`src/rtl/pulse_stretcher_if.sv`:
```
// pulse_stretcher_if -- request/status bundle for pulse_stretcher.
//   master : drives tick, duration, cancel; observes sig, busy, done, remaining
//   slave  : the stretcher itself
// WIDTH sets the duration / remaining width and must match the attached block.
interface pulse_stretcher_if #(
  parameter int WIDTH = 8
);
  logic             tick;
  logic [WIDTH-1:0] duration;
  logic             cancel;
  logic             sig;
  logic             busy;
  logic             done;
  logic [WIDTH-1:0] remaining;

  modport master (
    output tick, duration, cancel,
    input  sig, busy, done, remaining
  );

  modport slave (
    input  tick, duration, cancel,
    output sig, busy, done, remaining
  );
endinterface

```
`src/rtl/pulse_stretcher.sv`:
```
// pulse_stretcher -- turns a single-cycle tick into a level pulse of
// 'duration' clock cycles, followed by a one-cycle done strobe.
//
// Ports:
//   clock    : sole clock, rising edge
//   reset_n  : asynchronous active-low reset
//   bus      : pulse_stretcher_if.slave
//                tick/duration/cancel in, sig/busy/done/remaining out
//
// Build option:
//   PULSE_STRETCHER_RETRIGGER_EN -- when defined, a tick while the pulse is
//   running (no cancel, duration != 0) reloads the counter so the pulse runs
//   on for exactly 'duration' more cycles. When undefined, such ticks are
//   dropped.
//
// All outputs are decoded from registered state, so reset clears them
// immediately without waiting for a clock edge.
module pulse_stretcher #(
  parameter int WIDTH = 8
) (
  input  logic            clock,
  input  logic            reset_n,
  pulse_stretcher_if.slave bus
);

  typedef enum logic [1:0] {
    ST_IDLE   = 2'd0,
    ST_ACTIVE = 2'd1,
    ST_DONE   = 2'd2
  } state_t;

  state_t           state_q, state_d;
  logic [WIDTH-1:0] cnt_q, cnt_d;

  logic start_ok;
  assign start_ok = bus.tick && (bus.duration != '0);

  always_ff @(posedge clock or negedge reset_n) begin
    if (!reset_n) begin
      state_q <= ST_IDLE;
      cnt_q   <= '0;
    end else begin
      state_q <= state_d;
      cnt_q   <= cnt_d;
    end
  end

  always_comb begin
    state_d = state_q;
    cnt_d   = cnt_q;
    unique case (state_q)
      ST_IDLE, ST_DONE: begin
        // cancel is meaningless outside a pulse; zero-length ticks fall to IDLE
        if (start_ok) begin
          state_d = ST_ACTIVE;
          cnt_d   = bus.duration;
        end else begin
          state_d = ST_IDLE;
          cnt_d   = '0;
        end
      end
      ST_ACTIVE: begin
        if (bus.cancel) begin
          // cancel beats any coincident tick; no done strobe on abort
          state_d = ST_IDLE;
          cnt_d   = '0;
        end
`ifdef PULSE_STRETCHER_RETRIGGER_EN
        else if (start_ok) begin
          cnt_d = bus.duration;
        end
`endif
        else if (cnt_q <= WIDTH'(1)) begin
          // last high cycle; counter never decrements past 1 here
          state_d = ST_DONE;
          cnt_d   = '0;
        end else begin
          cnt_d = cnt_q - WIDTH'(1);
        end
      end
      default: begin
        state_d = ST_IDLE;
        cnt_d   = '0;
      end
    endcase
  end

  assign bus.sig       = (state_q == ST_ACTIVE);
  assign bus.busy      = (state_q == ST_ACTIVE);
  assign bus.done      = (state_q == ST_DONE);
  assign bus.remaining = (state_q == ST_ACTIVE) ? cnt_q : '0;

endmodule

```
`src/flat_wrapper.sv`:
```
// flat-port wrapper written by rule: the top's interface ports become plain ports
module pulse_stretcher_flat 
#(
  parameter int WIDTH = 8
)
  (clock, reset_n, bus_tick, bus_duration, bus_cancel, bus_sig, bus_busy, bus_done, bus_remaining);
  pulse_stretcher_if #(.WIDTH(WIDTH)) bus_i ();
  input  logic clock;
  input  logic reset_n;
  input wire logic [$bits(bus_i.tick)-1:0] bus_tick;
  input wire logic [$bits(bus_i.duration)-1:0] bus_duration;
  input wire logic [$bits(bus_i.cancel)-1:0] bus_cancel;
  output wire logic [$bits(bus_i.sig)-1:0] bus_sig;
  output wire logic [$bits(bus_i.busy)-1:0] bus_busy;
  output wire logic [$bits(bus_i.done)-1:0] bus_done;
  output wire logic [$bits(bus_i.remaining)-1:0] bus_remaining;
  assign bus_i.tick = bus_tick;
  assign bus_i.duration = bus_duration;
  assign bus_i.cancel = bus_cancel;
  assign bus_sig = bus_i.sig;
  assign bus_busy = bus_i.busy;
  assign bus_done = bus_i.done;
  assign bus_remaining = bus_i.remaining;
  pulse_stretcher #(.WIDTH(WIDTH)) u_core (.clock(clock), .reset_n(reset_n), .bus(bus_i));
endmodule
```
`config.mk`:
```
export PLATFORM = sky130hd
export DESIGN_NAME = pulse_stretcher_flat
export DESIGN_NICKNAME = d
export VERILOG_FILES = /design/src/rtl/pulse_stretcher_if.sv /design/src/rtl/pulse_stretcher.sv /design/src/flat_wrapper.sv
export SDC_FILE = /design/constraint.sdc
export NUM_CORES = 1
export LEC_CHECK = 0
export BUFFER_PORTS_ARGS = -buffer_cell sky130_fd_sc_hd__buf_2
export CAP_MARGIN = 20
export CELL_PAD_IN_SITES_DETAIL_PLACEMENT = 2
export CELL_PAD_IN_SITES_GLOBAL_PLACEMENT = 2
export CORE_UTILIZATION = 28
export CTS_CLUSTER_SIZE = 40
export DETAILED_ROUTE_END_ITERATION = 16
export MAX_ROUTING_LAYER = met4
export PLACE_DENSITY = 0.89
export SETUP_SLACK_MARGIN = 0.02
export SKIP_LAST_GASP = 1
export SYNTH_ARGS = -nofsm -noshare
export SYNTH_HDL_FRONTEND = slang
export SYNTH_SLANG_ARGS = --single-unit
```
`constraint.sdc`:
```
create_clock -name clock -period 3.8 [get_ports clock]
set_clock_uncertainty 0.05 [all_clocks]
set_input_delay 0.57 -clock clock [delete_from_list [all_inputs] [get_ports clock]]
set_output_delay 0.57 -clock clock [all_outputs]
set_load 0.1 [all_outputs]
```
## Word-level counts from Yosys, hierarchy flattened

Index checks and enable logic that the tools add are counted.
Widths: inputs -> output; s select.

- Flip-flop bits (word level): 10
- Output and inout bits: 11
- Logic and storage cells: 20

- $add $sub $neg: 1
- Order comparisons: 1
- Eq/ne operators: 3
- Mux-type cells: 9
- Reductions and logical operators: 4

Operators with widths:

| operator | count |
|---|---|
| $mux 8 | 4 |
| $pmux 8 s2 | 1 |
| $le 8x1->1 const B | 1 |
| $reduce_bool 8->1 | 1 |
| $sub 8x1->8 const B | 1 |
| $mux 2 | 2 |
| $pmux 2 s2 | 1 |
| $ne 3x2->1 const B | 1 |
| $eq 2x1->1 const B | 1 |
| $eq 2x2->1 const B | 1 |
| $logic_not 2->1 | 1 |
| $reduce_or 2->1 | 1 |
| $logic_and 1x1->1 | 1 |
| $mux 1 | 1 |

## Logic depth before layout (Yosys ltp)

Gate-level depths: netlist of the first run.

- Depth after elaboration: 4
- Mapped depth: 5
- Depth with buffers taken out: 5

## Worst setup path after synthesis of the first run

OpenSTA, ideal clock, no wires.

- Path type: register to output
- From: reg u_core.state_q[0]
- To: out bus_remaining[0]
- Arrival: 1.762 ns
- Required time: 3.180 ns
- Setup slack: 1.418 ns
- Stages on the path, launching flop included: 4
- Cell sequence: dfrtp_1 > nor2b_1 > buf_2 > and2_1

- Cells in the longest elaborated chain, start to end: 2

Ends and longest elaborated chain:

| element | RTL line | source |
|---|---|---|
| from (decl) | pulse_stretcher.sv:32 | `state_t state_q, state_d;` |
| from (signal assigned) | pulse_stretcher.sv:43 | `state_q <= state_d;` |
| $eq 2x1->1 | - |  |
| named net bus_busy | flat_wrapper.sv:14 | `output wire logic [$bits(bus_i.busy)-1:0] bus_busy;` |
| $mux 8 | pulse_stretcher.sv:91 | `assign bus.remaining = (state_q == ST_ACTIVE) ? cnt_q : '0;` |
| to (decl) | flat_wrapper.sv:16 | `output wire logic [$bits(bus_i.remaining)-1:0] bus_remaining;` |

The timed path passes the listed nets, and every way through them passes these cells.

## Worst setup path after layout of the first run

- From: reg u_core.state_q[0]
- To: out bus_remaining[2]

- Cells in the longest elaborated chain, start to end: 2

Ends and longest elaborated chain:

| element | RTL line |
|---|---|
| $eq 2x1->1 | pulse_stretcher.sv:91 |
| $mux 8 | pulse_stretcher.sv:91 |

Every way passes these cells.

==> results of run 1 <==
-- logic make-up after synthesis --
logic type / Yosys count
AO/OA/AOI/OAI: 12
XOR/XNOR: 5
adder cells (fa/ha/maj): 2
buffers and inverters: 6
flip-flops: 10
AND/OR/NAND/NOR: 33
-- state kept, by name (all words and copies together) (netlist names) --
register and flops:
u_core.state_q 2, u_core.cnt_q 8
-- synthesized netlist by cell type --
| cell | number |
|---|---|
| buf_1 | 1 |
| nand2_1 | 10 |
| and2_1 | 7 |
| nor3_1 | 1 |
| a32oi_1 | 1 |
| inv_1 | 3 |
| xor2_1 | 2 |
| o31ai_2 | 1 |
| or3_1 | 1 |
| ha_1 | 2 |
| buf_4 | 1 |
| nor4_1 | 1 |
| o21ai_0 | 9 |
| nor2b_1 | 4 |
| dfrtp_1 | 10 |
| xnor2_1 | 3 |
| o31ai_1 | 1 |
| or2_1 | 1 |
| and2_2 | 1 |
| nor2_1 | 3 |
| or4_1 | 3 |
| nand3_1 | 1 |
| buf_2 | 1 |
-- final cells by class --
class,count,area [µm²],area share (%)
sequential,10,250,32.9
clock buffer,4,36.3,4.77
multi-input combinational,52,319,41.9
tap,27,33.8,4.44
inverter,3,11.3,1.48
timing repair buffer,22,110,14.5
-- final timing paths --
| kind | depth (start not counted) | startpoint | slack, ns | endpoint |
|---|---|---|---|---|
| max | 3 | u_core.state_q[0]$_DFFE_PN0P_ | 1.47 | bus_remaining[2] |
| min | 1 | reset_n | 0.11 | u_core.cnt_q[5]$_DFF_PN0_ |
| max reg2reg | 5 | u_core.cnt_q[0]$_DFF_PN0_ | 1.95 | u_core.cnt_q[5]$_DFF_PN0_ |
| min reg2reg | 1 | u_core.cnt_q[7]$_DFF_PN0_ | 0.51 | u_core.state_q[1]$_DFFE_PN0P_ |
| max in group asynchronous | 1 | reset_n | 3.41 | u_core.cnt_q[0]$_DFF_PN0_ |
| min in group clock | 3 | bus_duration[0] | 0.48 | u_core.cnt_q[0]$_DFF_PN0_ |
-- metrics by stage --
stage	std cells	cell area (µm²)	util, %
floorplan	68	597	-
CTS	118	761	38.4
finish	118	761	38.4
global placement	114	724	36.6
global route	118	761	38.4
detailed placement	114	724	36.6
-- worst max-delay path: cells and delay by family, from the launching register on --
family	cells	cell delay [ns]
DFF	1	0.36
and+or+nand+nor	2	0.67
buffers and inverters	1	0.42
-- metal layers --
| metal | track usage [%] | vias up |
|---|---|---|
| met5 | - | - |
| met4 | 6.67 | 0 |
| met3 | 1.11 | 2 |
| met2 | 22.7 | 15 |
| met1 | 24.8 | 260 |
| li1 | - | 274 |
==> summary.md, run 1 <==
| Metric | Value |
|---|---|
| Status | `finished clean` |
| Crit path capture type | `primary output` |
| CTS Buf Count | `3` |
| Wl on met1 | `764 µm` |
| Synth-to-Final Area Change | `27.5%` |
| Final setup TNS | `0 ns` |
| Final WS setup | `1.47 ns` |
| Max Cap Viol | `0` |
| Met3 WL post-DR | `59 µm` |
| Synth Area in Simple Gates | `29.6%` |
| CTS tree | `yes` |
| WL met2 | `676 µm` |
| XOR/XNOR Fraction of Synth Area | `approximately 7.3%` |
| Cells along the critical path | `nor2b_1 > and2_2 > buf_2` |
| Vias in the first global route | `562` |
| CTS Root Cell | `clkbuf_4` |
| NumNets Final | `106` |
| Via count | `about 550` |
| Post-DP HPWL | `around 1300 µm` |
| Final setup viols | `0` |
| Dpl ws | `1.68 ns` |
| Bufs on Longest Clock Path | `2` |
| DRT iter0 DRCs | `0` |
| Hold Slack | `0.108 ns` |
| Measured slew at the worst slew-check pin | `0.564 ns` |
| Syn Area/Cell | `8.78 µm²` |
| DIE HEIGHT | `48.2 µm` |
| Row Count | `16` |
| Post-CTS Repair Setup Buffers | `0` |
| Post-synthesis mux area share | `0%` |
| Clock Sinks | `10` |
| Yosys top cell area share | `41.9%` |
| Worst min path class | `input port to async pin` |
| Fin crit share | `61.3%` |
| Critical path fanouts, max | `11` |
| Largest family of logic cells by synthesized area | `simple AND/OR/NAND/NOR gates` |
| Largest net degree at the start of global routing | `12` |
| Initial antenna violation count | `0` |
| Worst EP required | `~3.2 ns` |
| Top sig layer | `met4` |
| Number of routed nets with antenna violations | `0` |
| TritonRoute pass-1 iters | `1` |
| Post-cts repair resize count | `0` |
| Min cycle time layout | `2.33 ns` |
| Diode count | `0` |
| Dominant cell type by area after synthesis | `dfrtp_1` |
| RSZ-0062 raised after global routing | `false` |
| First-pass GRT wire length | `2550 µm` |
| Port bufs | `22` |
| Num ports | `23` |
| Core area | `~2000 µm²` |
| Syn_nets | `between 80 and 90` |
| Mapped Area | `597 µm²` |
| Relative slew slack | `62.3%` |
| Synth Area in Compound Gates | `12.4%` |
| GRT Util Overall | `16.5%` |
| Slew Limit Fails | `0` |
| Starting density of the core | `30.1%` |
| Most frequent cells in the layout | `buf_2, nand2_1, dfrtp_1` |
| Crit path DAT | `1.71 ns` |
| Peak Freq | `approximately 430 MHz` |
| # H-tree levels | `1` |
| Dominant cells by area after synthesis | `dfrtp_1, o21ai_0, and2_1, nand2_1, xnor2_1` |
| WS Path Type | `flop to primary output` |
| Slowest-stage cell, CP | `nor2b_1` |
| Worst-path clk slew | `0.06 ns` |
| Die Span X | `48.2 µm` |
| Final WL | `1510 µm` |
| Residual DRC | `0` |
| Max stage delay on crit path | `0.45 ns` |
| Sequential area share after synthesis | `41.9%` |
| Synth Register Bits | `10` |
| Mapped Cells | `68` |
| Filler cell count | `229` |
| CP startpoint kind | `flop` |
| RePlAce Congestion | `~0.73` |
| Post-synth cell types | `23` |
| Die ar. | `approximately 2300 µm²` |
| Final Hold Fails | `0` |
| Layout cells sized above 1 | `a little under a third` |
| Post-synthesis adder-cell area fraction | `4.19%` |
| Vias per inst | `4.67` |
| Routed len/inst | `12.8 µm` |
| Clk_lat worst skew | `between 0.2 and 0.3 ns` |
| Cts hold-fix bufs | `0` |
| Total gr overflow | `0` |
| Commonest non-fill, non-tap cell in the layout | `buf_2` |
| YS warnings | `0` |
Power of run 1 is not shown: default switching activity piles up to over one toggle a cycle in this logic, so the estimate is an artifact.
==> run 2, diff against run 1 <==
--- a/config.mk
+++ b/config.mk
@@ -5,15 +5,17 @@
 export SDC_FILE = /design/constraint.sdc
 export NUM_CORES = 1
 export LEC_CHECK = 0
+export ABC_AREA = 1
 export BUFFER_PORTS_ARGS = -buffer_cell sky130_fd_sc_hd__buf_2
 export CAP_MARGIN = 20
 export CELL_PAD_IN_SITES_DETAIL_PLACEMENT = 2
 export CELL_PAD_IN_SITES_GLOBAL_PLACEMENT = 2
-export CORE_UTILIZATION = 28
+export CORE_ASPECT_RATIO = 0.6
+export CORE_UTILIZATION = 23
 export CTS_CLUSTER_SIZE = 40
 export DETAILED_ROUTE_END_ITERATION = 16
 export MAX_ROUTING_LAYER = met4
-export PLACE_DENSITY = 0.89
+export PLACE_DENSITY = 0.81
 export SETUP_SLACK_MARGIN = 0.02
 export SKIP_LAST_GASP = 1
 export SYNTH_ARGS = -nofsm -noshare
==> constraint.sdc (replaced) <==
create_clock -name clock -period 2 [get_ports clock]
set_clock_uncertainty 0.05 [all_clocks]
set_input_delay 0.3 -clock clock [delete_from_list [all_inputs] [get_ports clock]]
set_output_delay 0.3 -clock clock [all_outputs]
set_load 0.1 [all_outputs]
==> summary.md, run 2 <==
| Metric | Value |
|---|---|
| Storage cell area | `250 µm²` |
| Max Cap Viol | `0` |
| GRT Util Overall | `approximately 17%` |
| Cells along the critical path | `nor2_8 > inv_1 > nor2_2 > buf_4` |
| Largest family of logic cells by synthesized area | `simple AND/OR/NAND/NOR gates` |
| Synth cell count leaders | `nor2_1, nand2_1, inv_1, nand3_1, dfrtp_1` |
| Pwr/cell area | `1670 nW/µm²` |
| Post-synth cell types | `16` |
| Relative slew slack | `65.5%` |
| Regs by FF count | `u_core.cnt_q (8), u_core.state_q (2)` |
| Final Hold Fails | `0` |
| VDD IR max | `0.405 mV` |
| Clock Sinks | `10` |
| Post-synthesis mux area share | `0%` |
| Ys async rst share | `100%` |
| Most numerous cell in the Yosys netlist | `nor2_1` |
| CTS tree | `yes` |
| Worst min path class | `input port to flop` |
| EDFF count, synth | `0` |
| Row Count | `15` |
| Fin cells | `169` |
| Port bufs | `22` |
| Crit path capture type | `primary output` |
| WS Path Type | `flop to primary output` |
| CP delay by family, top | `buffers and inverters` |
| Dpl cells | `about 170` |
| Mapped Area | `706 µm²` |
| First-pass GRT wire length | `3820 µm` |
| Clk_lat worst skew | `approximately 0.23 ns` |
| Number of routed nets with antenna violations | `0` |
| DIE HEIGHT | `44.9 µm` |
| Critical path fanouts, max | `8` |
| DRT iter0 DRCs | `12` |
| NumNets Final | `143` |
| RSZ-0062 raised after global routing | `false` |
| Diode count | `0` |
| # H-tree levels | `1` |
| Layout cells sized above 1 | `33.1%` |
| Dominant cells by area after synthesis | `dfrtp_1, nor2_1, nand2_1, nand3_1, inv_1` |
| Die Span X | `around 74 µm` |
| RePlAce Congestion | `about 0.76` |
| Synth Register Bits | `10` |
| Residual DRC | `0` |
| Dpl ws | `0.274 ns` |
| Post-synthesis adder-cell area fraction | `3.55%` |
| Total gr overflow | `0` |
| Most frequent cells in the layout | `nand2_1, inv_1, nor2_1` |
| Bufs on Longest Clock Path | `2` |
| Routed len/inst | `13.0 µm` |
| Largest net degree at the start of global routing | `11` |
| Status | `finished clean` |
| Final setup viols | `0` |
| CP startpoint kind | `flop` |
| Measured slew at the worst slew-check pin | `just over 0.5 ns` |
| Core area | `2890 µm²` |
| Final WL | `between 2000 and 2500 µm` |
| Hold Slack | `about 0.27 ns` |
| Dominant cell type by area after synthesis | `dfrtp_1` |
| Initial antenna violation count | `0` |
| Filler cell count | `345` |
| Num ports | `23` |
| Syn_nets | `116` |
| Crit path DAT | `1.47 ns` |
| Synth Area in Compound Gates | `3.90%` |
| TritonRoute pass-1 iters | `4` |
| YS warnings | `0` |
| Fin crit share | `91.1%` |
| Slowest-stage cell, CP | `dfrtp_1` |
| Final WS setup | `between 0.15 and 0.2 ns` |
| Area of the multi-input gates | `407 µm²` |
| Buf/Inv on CP | `2` |
| Via count | `731` |
| CTS Buf Count | `3` |
| Vias per inst | `4.33` |
| Syn Area/Cell | `6.92 µm²` |
| Mapped Cells | `102` |
| Die ar. | `3300 µm²` |
| Post-synth top flop | `dfrtp_1` |
| Largest Register | `u_core.cnt_q` |
| Synth-to-Final Area Change | `47.7%` |
| Synth Area in Simple Gates | `45.7%` |
| Commonest non-fill, non-tap cell in the layout | `nand2_1` |
| Yosys top cell area share | `35.5%` |
| Largest register FFs | `8` |
| Leakage | `0.529 nW` |
| Max stage delay on crit path | `0.44 ns` |
| Vias in the first global route | `761` |
| XOR/XNOR Fraction of Synth Area | `1.24%` |
| Worst EP required | `1.65 ns` |
| Slew Limit Fails | `0` |
| Post-DP HPWL | `1860 µm` |
| Peak Freq | `between 500 and 600 MHz` |
| Worst-path clk slew | `0.05 ns` |
| Final core occ | `36.1%` |
| Sequential area share after synthesis | `about 35%` |
| Min cycle time layout | `1.82 ns` |
| CTS Root Cell | `clkbuf_8` |
| Starting density of the core | `24.4%` |
==> run 2: cell types whose count changed in the layout (fill, tap and decap cells not counted), sizes merged, moves of 2 or more <==
cell | before | now
o31ai | 2 | 0
or4 | 3 | 0
xnor2 | 3 | 0
inv | 3 | 17
o21ai | 9 | 4
nand4 | 0 | 2
nor2 | 3 | 29
and2 | 8 | 0
nand2 | 10 | 23
nor2b | 4 | 0
nand3 | 1 | 13
==> run 2: cells by family (layout without fill, tap and decap cells) <==
family / count (synthesis) / count (layout)
adders and majority gates: 2 / 2
AOI/OAI and AO/OA: 4 / 4
buffers and inverters: 18 / 43
xor gates and xnor gates: 1 / 1
DFF: 10 / 10
and+or+nand+nor: 67 / 67
==> run 2: timing repair <==
item | in CTS | in global routing
resized for setup | 1 | 0
setup endpoints to repair | 1 | 0
hold buffers | 1 | 0
setup buffers | 0 | 0
endpoints found under the hold margin | 10 | 0
==> run 2: worst paths after layout <==
path | slack (ns) | cells after the start | to | startpoint
worst max register to register | 0.35 | 9 | u_core.cnt_q[5]$_DFF_PN0_ | u_core.cnt_q[0]$_DFF_PN0_
max in group asynchronous | 1.26 | 2 | u_core.cnt_q[5]$_DFF_PN0_ | reset_n
min in group asynchronous | 0.44 | 2 | u_core.cnt_q[1]$_DFF_PN0_ | reset_n
worst max-delay path | 0.18 | 4 | bus_remaining[7] | u_core.state_q[1]$_DFFE_PN0P_
worst min register to register | 0.55 | 3 | u_core.cnt_q[7]$_DFF_PN0_ | u_core.cnt_q[7]$_DFF_PN0_
worst min-delay path | 0.27 | 3 | u_core.cnt_q[4]$_DFF_PN0_ | bus_duration[4]
==> run 2: worst register-to-register path, cell delays in order (launching register included) <==
cell and delay (ns):
dfrtp_1 0.37, inv_1 0.15, ha_1 0.25, inv_1 0.09, nand2_1 0.09, nand2_1 0.11
nor2_4 0.17, nor2_8 0.07, nand3_1 0.11, nand2_1 0.06
==> run 2: final cells by class <==
class / instances / area share, %
clock buffer: 3 / 3.96
sequential: 10 / 24.0
inverter: 17 / 6.12
multi-input combinational: 74 / 39.0
tap: 42 / 5.04
timing repair buffer: 23 / 21.8
==> run 2: report_power, final <==
group          internal, W  leakage [nW]  total [W]  switching, W
combinational     0.000318         0.377    0.00119      0.000873
sequential        0.000268         0.130   0.000340     0.0000712
clock             0.000132        0.0216   0.000207     0.0000759
total             0.000718         0.529    0.00174       0.00102
==> run 2: per-layer routing <==
| metal | track usage [%] | share of wire, % | vias to the layer above |
|---|---|---|---|
| met5 | - | 0 | - |
| met3 | 2.01 | 3.5 | 2 |
| met1 | 22.7 | 52 | 348 |
| li1 | - | - | 362 |
| met2 | 25.5 | 43 | 19 |
| met4 | 6.92 | 0.64 | 0 |
==> run 2: per-stage QoR <==
step                instance area [µm²]  power, W  setup TNS (ns)
finish                             1040   0.00174               0
floorplan                           728   0.00122           -2.11
global placement                    988   0.00149               0
global route                       1040   0.00186               0
detailed placement                  988   0.00154               0
CTS                                1040   0.00176               0
Power figures use the tool's default switching activity.
